## config.mk

```make
export PLATFORM = sky130hd
export DESIGN_NAME = seg_mux_driver_flat
export DESIGN_NICKNAME = d
export VERILOG_FILES = /design/src/rtl/seg_mux_if.sv /design/src/rtl/seg_mux_driver.sv /design/src/flat_wrapper.sv
export SDC_FILE = /design/constraint.sdc
export NUM_CORES = 1
export LEC_CHECK = 0
export ABC_AREA = 1
export ABC_CLOCK_PERIOD_IN_PS = 2100
export CORE_MARGIN = 5
export CORE_UTILIZATION = 45
export DETAILED_ROUTE_END_ITERATION = 16
export PLACE_DENSITY_LB_ADDON = 0.15
export SYNTH_ARGS = -nofsm -noshare
export SYNTH_HDL_FRONTEND = slang
export SYNTH_SLANG_ARGS = --single-unit
```

## constraint.sdc

```tcl
create_clock -name clk -period 2.1 [get_ports clk]
set_input_delay 0.315 -clock clk [delete_from_list [all_inputs] [get_ports clk]]
set_output_delay 0.315 -clock clk [all_outputs]
set_load 0.1 [all_outputs]
```

## src/rtl/seg_mux_if.sv

```systemverilog
// Display-side bundle between the stopwatch counters and the segment driver.
// master: the producer of digit data and mode controls; slave: the driver.
interface seg_mux_if #(
  parameter int unsigned NUM_DIGITS = 4
);
  logic [4*NUM_DIGITS-1:0] digits;
  logic [NUM_DIGITS-1:0]   dp_in;
  logic                    blink;
  logic                    adj;
  logic [NUM_DIGITS-1:0]   adj_mask;
  logic                    lz_en;
  logic [6:0]              seg;
  logic                    dp;
  logic [NUM_DIGITS-1:0]   an;
  logic                    frame;

  modport master (
    output digits, dp_in, blink, adj, adj_mask, lz_en,
    input  seg, dp, an, frame
  );

  modport slave (
    input  digits, dp_in, blink, adj, adj_mask, lz_en,
    output seg, dp, an, frame
  );
endinterface

```

## src/rtl/seg_mux_driver.sv

```systemverilog
// Time-multiplexed common-anode 7-segment driver with ghost-suppression
// blanking, leading-zero suppression and adjust-mode blinking.
module seg_mux_driver #(
  parameter int unsigned NUM_DIGITS   = 4,
  parameter int unsigned REFRESH_DIV  = 50000,
  parameter int unsigned BLANK_CYCLES = 500
) (
  input logic     clk,
  input logic     rst,
  seg_mux_if.slave bus
);

  localparam int unsigned CntW = $clog2(REFRESH_DIV);
  localparam int unsigned IdxW = (NUM_DIGITS > 1) ? $clog2(NUM_DIGITS) : 1;
  localparam logic [CntW-1:0] CntMax = CntW'(REFRESH_DIV - 1);
  localparam logic [IdxW-1:0] IdxMax = IdxW'(NUM_DIGITS - 1);

  logic [CntW-1:0]       div_cnt_q, div_cnt_d;
  logic [IdxW-1:0]       idx_q, idx_d;
  logic [6:0]            seg_q, seg_d;
  logic                  dp_q, dp_d;
  logic [NUM_DIGITS-1:0] an_q, an_d;
  logic                  frame_q, frame_d;

  logic [3:0] cur_digit;
  logic       win_blank, blink_blank, lz_blank;

  // Active-low {g,f,e,d,c,b,a}; non-BCD codes show nothing.
  function automatic logic [6:0] decode(input logic [3:0] v);
    case (v)
      4'd0:    decode = 7'h40;
      4'd1:    decode = 7'h79;
      4'd2:    decode = 7'h24;
      4'd3:    decode = 7'h30;
      4'd4:    decode = 7'h19;
      4'd5:    decode = 7'h12;
      4'd6:    decode = 7'h02;
      4'd7:    decode = 7'h78;
      4'd8:    decode = 7'h00;
      4'd9:    decode = 7'h10;
      default: decode = 7'h7F;
    endcase
  endfunction

  // Slot divider and round-robin digit index.
  always_comb begin
    div_cnt_d = div_cnt_q + 1'b1;
    idx_d     = idx_q;
    if (div_cnt_q == CntMax) begin
      div_cnt_d = '0;
      idx_d     = (idx_q == IdxMax) ? '0 : idx_q + 1'b1;
    end
  end

  // Output decode for the digit currently in its slot.
  always_comb begin
    cur_digit   = bus.digits[{idx_q, 2'b00} +: 4];
    win_blank   = 32'(div_cnt_q) < BLANK_CYCLES;
    blink_blank = bus.adj && !bus.blink && bus.adj_mask[idx_q];
    // Suppressed only when this digit and everything above it is zero.
    lz_blank    = bus.lz_en && (idx_q != '0);
    for (int i = 0; i < int'(NUM_DIGITS); i++) begin
      if (i >= int'(idx_q) && bus.digits[4*i +: 4] != 4'd0) lz_blank = 1'b0;
    end

    an_d    = '1;
    seg_d   = 7'h7F;
    dp_d    = 1'b1;
    frame_d = (div_cnt_q == '0) && (idx_q == '0);
    if (!(win_blank || blink_blank || lz_blank)) begin
      an_d[idx_q] = 1'b0;
      seg_d       = decode(cur_digit);
      dp_d        = ~bus.dp_in[idx_q];
    end
  end

  // State and registered outputs.
  always_ff @(posedge clk) begin
    if (rst) begin
      div_cnt_q <= '0;
      idx_q     <= '0;
      seg_q     <= 7'h7F;
      dp_q      <= 1'b1;
      an_q      <= '1;
      frame_q   <= 1'b0;
    end else begin
      div_cnt_q <= div_cnt_d;
      idx_q     <= idx_d;
      seg_q     <= seg_d;
      dp_q      <= dp_d;
      an_q      <= an_d;
      frame_q   <= frame_d;
    end
  end

  assign bus.seg   = seg_q;
  assign bus.dp    = dp_q;
  assign bus.an    = an_q;
  assign bus.frame = frame_q;

endmodule

```

## src/flat_wrapper.sv

```systemverilog
// flat-port wrapper written by rule: the top's interface ports become plain ports
module seg_mux_driver_flat 
#(
  parameter int unsigned NUM_DIGITS   = 4,
  parameter int unsigned REFRESH_DIV  = 50000,
  parameter int unsigned BLANK_CYCLES = 500
)
  (clk, rst, bus_digits, bus_dp_in, bus_blink, bus_adj, bus_adj_mask, bus_lz_en, bus_seg, bus_dp, bus_an, bus_frame);
  seg_mux_if #(.NUM_DIGITS(NUM_DIGITS)) bus_i ();
  input logic clk;
  input logic rst;
  input wire logic [$bits(bus_i.digits)-1:0] bus_digits;
  input wire logic [$bits(bus_i.dp_in)-1:0] bus_dp_in;
  input wire logic [$bits(bus_i.blink)-1:0] bus_blink;
  input wire logic [$bits(bus_i.adj)-1:0] bus_adj;
  input wire logic [$bits(bus_i.adj_mask)-1:0] bus_adj_mask;
  input wire logic [$bits(bus_i.lz_en)-1:0] bus_lz_en;
  output wire logic [$bits(bus_i.seg)-1:0] bus_seg;
  output wire logic [$bits(bus_i.dp)-1:0] bus_dp;
  output wire logic [$bits(bus_i.an)-1:0] bus_an;
  output wire logic [$bits(bus_i.frame)-1:0] bus_frame;
  assign bus_i.digits = bus_digits;
  assign bus_i.dp_in = bus_dp_in;
  assign bus_i.blink = bus_blink;
  assign bus_i.adj = bus_adj;
  assign bus_i.adj_mask = bus_adj_mask;
  assign bus_i.lz_en = bus_lz_en;
  assign bus_seg = bus_i.seg;
  assign bus_dp = bus_i.dp;
  assign bus_an = bus_i.an;
  assign bus_frame = bus_i.frame;
  seg_mux_driver #(.NUM_DIGITS(NUM_DIGITS), .REFRESH_DIV(REFRESH_DIV), .BLANK_CYCLES(BLANK_CYCLES)) u_core (.clk(clk), .rst(rst), .bus(bus_i));
endmodule
```

* Word level (Yosys, flattened, before mapping)
Memory sizes are Yosys's and may differ from the RTL's. A register that Yosys moved wholly into a read port is not among the register bits.
Cells that the tools add are included.
** Storage, ports and cells
- Bits in registers :: 24
- Memories kept :: 1
- Output and inout bits :: 13
- Bits in read-only memories :: 112
** Memories
- (no name shown) :: words 16, bits a word 7, rd ports 1, clocked after Yosys merged registers in 1, wr ports 0, line seg_mux_driver.sv:30 : case (v)
** Cells by class
- Shifts and indexed selects :: 1
- Bitwise gates (word level) :: 2
- Equality and inequality tests :: 2
- Reductions and logical operators :: 20
- Add/sub/neg operators :: 2
- Magnitude comparators :: 6
- Multiplexer cells :: 11
** Operators by type and width (count)
- 16-bit by 1-bit adder with 16-bit output, second input constant :: 1
- 16-bit == test, second input constant :: 1
- 16-bit logical NOT :: 1
- 16-bit by 9-bit < comparator with 1-bit output, second input constant :: 1
- 4-bit nonzero test :: 4
- 16-bit by 5-bit variable part select with 4-bit output :: 1
- 1-bit logical AND :: 8
- 1-bit two-way mux :: 7
- 1-bit binary-select mux with 2-bit select :: 2
- 1-bit by 2-bit greater-or-equal comparator with 1-bit output, first input constant :: 2
- 4-bit inverter :: 1
- 2-bit OR reduction :: 2
- 2-bit by 3-bit < comparator with 1-bit output, second input constant :: 1
- 2-bit by 1-bit adder with 2-bit output, second input constant :: 1
- 1-bit demux with 2-bit select :: 1
- 2-bit == test, second input constant :: 1
- 2-bit by 1-bit greater-or-equal comparator with 1-bit output, second input constant :: 1
- 2-bit greater-or-equal comparator, first input constant :: 1
- 2-bit logical NOT :: 1
- 1-bit logical OR :: 2
- 2-bit two-way mux :: 1
- 2-bit nonzero test :: 1
- 1-bit logical NOT :: 1
- 1-bit inverter :: 1

* Longest topological paths before layout
- Depth in word-level cells :: 8
- Depth in mapped cells :: 13
- Gate-level depth less buffers :: 12

* Worst setup path after synthesis
Ideal clock, no wire load.
- Kind :: flip-flop to flip-flop
- From :: register u_core.idx_q[0]
- To :: register u_core.seg_q[6] (netlist: u_core.bus.seg[6])
- Stages on the path, launching flop included :: 14
- Required time :: 1.983 ns
- Arrival :: 1.517 ns
- Path slack :: 0.466 ns
- Period minus slack after synthesis :: 1.634 ns
- Path buffers :: 1
- Path through :: dfxtp_1 -> inv_2 -> buf_6 -> nand2_1 -> nand3_1 -> nand2_1 -> inv_1 -> ha_1 -> inv_1 -> nand3_1 -> nand2_1 -> nor2_1 -> nor2_1 -> nand2_1
** On the way
- Word-level cells in the longest chain between the ends :: 8
- Elaborated cells between the ends (all ways) :: 19
- Those cells by class :: order compare: 3; shift: 1; mux: 6; reduce/logical: 9
** RTL lines
- start, declared :: line seg_mux_driver.sv:19 : logic [IdxW-1:0] idx_q, idx_d;
- start signal, assigned :: line seg_mux_driver.sv:88 : idx_q <= idx_d;
- 1-bit by 2-bit greater-or-equal comparator with 1-bit output / 2-bit nonzero test (equally long branches) :: line seg_mux_driver.sv:63, seg_mux_driver.sv:61
- 1-bit logical AND (on tied branches) :: line seg_mux_driver.sv:63, seg_mux_driver.sv:61
- 1-bit two-way mux (4 in a row) :: line seg_mux_driver.sv:63 : if (i >= int'(idx_q) && bus.digits[4*i +: 4] != 4'd0) lz_blank = 1'b0;
- 1-bit logical OR :: line seg_mux_driver.sv:70 : if (!(win_blank || blink_blank || lz_blank)) begin
- 2-bit OR reduction (no source line)
- end, declared :: line seg_mux_driver.sv:20 : logic [6:0] seg_q, seg_d;
Several ways; a longest one is shown, not always the timed one. The select of a mux whose other input is x is not followed.
A chain may end at the register's enable or synchronous reset.

* Worst setup path in the final report
Same ends and word-level chain as after synthesis.

==> flow_summary.json <==
{
  "final_cells": 374,
  "post_drt_wl_per_cell_um": 10.3,
  "synth_flop_cell": "dfxtp_1",
  "final.setup_skew_ns": 0.00833,
  "hp-start": "u_core.div_cnt_q[0]",
  "hp-class": "flop to flop",
  "post-route-period-util": 0.850,
  "cp.depth": 12,
  "syn-instance-count": 277,
  "ys_async_sr_fraction": 0,
  "ios": 42,
  "cts_resized": 0,
  "die_h_um": 73.6,
  "synthTopCellsByCount": "nand2_1 (85), nor2_1 (43), dfxtp_1 (31), inv_1 (31), nand3_1 (31)",
  "drc": 0,
  "grt_use_total": 0.148,
  "synth_top_area_frac": 0.341,
  "end_kind": "flop",
  "placed_cells": 367,
  "drt_iter0_drc": 85,
  "cts_setup_buffers": 0,
  "viasPerCell": 4.67,
  "critPathSlowestCell": "dfxtp_1",
  "ys_ff_latch": 31,
  "synth_warnings": 0,
  "dpl_cell_area_um2": 2240,
  "power_leakage_nw": 1.06,
  "initial_utilization": 0.458,
  "clkTransAtPathRegs_ns": 0.07,
  "crit_arrival_ns": 1.96,
  "path_max_fanout": 15,
  "insertion_delay_ns": 0.27,
  "critPathMaxStageDelay_ns": 0.46,
  "slew_headroom": 0.745,
  "grt_pass1_vias": 1505,
  "hold_violations": 0,
  "fp.dieArea_um2": 5410,
  "synth_area_per_cell_um2": 6.56,
  "power_density_nw_per_um2": 524,
  "ys_seq_area_frac": 0.341,
  "drive_above_1_share": 0.108,
  "multiInputGateArea_um2": 1020,
  "yosysMostFrequentCell": "nand2_1",
  "yosysTopAreaCell": "dfxtp_1",
  "drt_wl_total_um": 3860,
  "worstPathBufferInverterCount": 3,
  "startpoint": "u_core.idx_q[0]",
  "clock-root-buffer": "clkbuf_8",
  "slew_violations": 0,
  "ys_top_cells_by_area": "dfxtp_1 (34%), nand2_1 (18%), nor2_1 (8.9%), nand3_1 (8.5%), ha_1 (8.3%)",
  "setup_ws_ns": 0.314,
  "p_total_w": 0.00122,
  "setup_viol": 0,
  "design_area_um2": 2330,
  "worstPathRequired_ns": 2.27,
  "die_x_um": 73.6,
  "rr_startpoint": "u_core.idx_q[0]",
  "rows": 23,
  "cts_buffers": 5,
  "hold_depth": 1,
  "firstDrtPassIters": 5,
  "rsz0062_at_grt": "false",
  "clockBufferDepth": 2,
  "antenna_found_initial": 0,
  "cpLargestDelayFamily": "simple AND/OR/NAND/NOR gates",
  "syn_to_final_growth_pct": 28.0,
  "startpoint_type": "flop",
  "fin_crit_ns": 1.79,
  "portBuffers": 41,
  "critical_path_class": "flop to flop",
  "vdd_drop_max_mv": 0.455,
  "cts_tree": "done",
  "grt_max_degree": 16,
  "gp_congestion": 0.831,
  "num-fill-cells": 408,
  "synth_fp_nets": 318,
  "r2r_cells": 12,
  "path_cells": "inv_2, nand2_1, nand3_1, nand2_1, inv_1, ha_1, inv_1, nand3_1, nand2_1, nor2_1, nor2_1, nand2_1",
  "clock-sinks": 31,
  "grt-ovfl-total": 0,
  "ff_latch_area_um2": 621,
  "maxCapViolations": 0,
  "cts_max_level": 2,
  "fin_setup_tns_ns": 0,
  "synth_area_um2": 1820,
  "dp.final_hpwl_um": 3060,
  "status": "finished clean",
  "regToRegSetupSlack_ns": 0.31,
  "grt_pass1_wl_um": 6440,
  "fmax_mhz": 560,
  "dr_total_vias": 1747,
  "crit_top_cell": "nand2_1",
  "tightest_slew_ns": 0.381,
  "cts_hold_buf": 0,
  "synth.distinct_cells": 23,
  "pre_cts_ws_ns": 0.224,
  "synth_edf_count": 0,
  "ant_nets": 0,
  "core_area_um2": 3970,
  "nets": 365,
  "antenna_cells": 0
}
-- worst paths after layout --
check	to
setup reg to reg	u_core.bus.seg[6]
setup / recovery	u_core.bus.seg[6]
hold / removal	u_core.div_cnt_q[0]
hold reg to reg	u_core.div_cnt_q[0]
-- logic make-up (layout without fill, tap and decap cells) --
logic type,Yosys count,in the layout,synth area share
flip-flops,31,31,0.341
XOR/XNOR,6,6,0.0289
AND/OR/NAND/NOR,175,175,0.410
buffers and inverters,39,86,0.0970
AO/OA/AOI/OAI,14,14,0.0399
adder cells (fa/ha/maj),12,12,0.0826
-- cells in the final DEF, fill, tap and decap left out, drive strengths merged, types with 2 or more instances in the layout --
| cell | Yosys | routed |
|---|---|---|
| nor2 | 46 | 46 |
| nor3 | 2 | 2 |
| clkdlybuf4s50 | 0 | 28 |
| nand4 | 3 | 3 |
| xnor2 | 3 | 3 |
| clkbuf | 0 | 6 |
| or2 | 2 | 2 |
| nand2 | 88 | 88 |
| dfxtp | 31 | 31 |
| nand3 | 31 | 31 |
| ha | 12 | 12 |
| a21oi | 10 | 10 |
| o21ai | 3 | 3 |
| inv | 34 | 34 |
| xor2 | 3 | 3 |
| buf | 5 | 17 |
-- per-layer routing --
metal	track usage	part of all wire	routed length [um]
met4	0.0201	0.0016	6
met5	0	0	0
met2	0.232	0.43	1670
met1	0.202	0.51	1960
met3	0.0506	0.058	224
-- sequential cells by signal, summed over array words and instances (netlist names) --
register / flops
u_core.idx_q: 2
u_core.bus.dp: 1
u_core.bus.frame: 1
u_core.bus.an: 4
u_core.bus.seg: 7
u_core.div_cnt_q: 16
-- final cells by class --
type / count / area share
flip-flops and latches: 31 / 0.267
multi-input cells: 207 / 0.439
clock buffers: 6 / 0.0355
repair buffers: 45 / 0.175
clock inverters: 1 / 0.00215
well taps: 50 / 0.0269
inverters: 34 / 0.0548
-- per-stage QoR --
stage | util | hold WS, ns
after floorplan | - | 0.430
after global placement | 0.564 | 0.444
after detailed placement | 0.564 | 0.454
after CTS | 0.586 | 0.470
after global routing | 0.586 | 0.507
final | 0.586 | 0.464
-- power by group --
| group | leakage (nW) | total, W | switching (W) | internal [W] |
|---|---|---|---|---|
| Sequential | 0.251 | 0.000599 | 0.00000459 | 0.000595 |
| Clock | 0.0470 | 0.000469 | 0.000212 | 0.000257 |
| Combinational | 0.766 | 0.000151 | 0.0000735 | 0.0000778 |
| Total | 1.06 | 0.00122 | 0.000290 | 0.000929 |
Note: power is estimated with default switching activity, not from simulation.
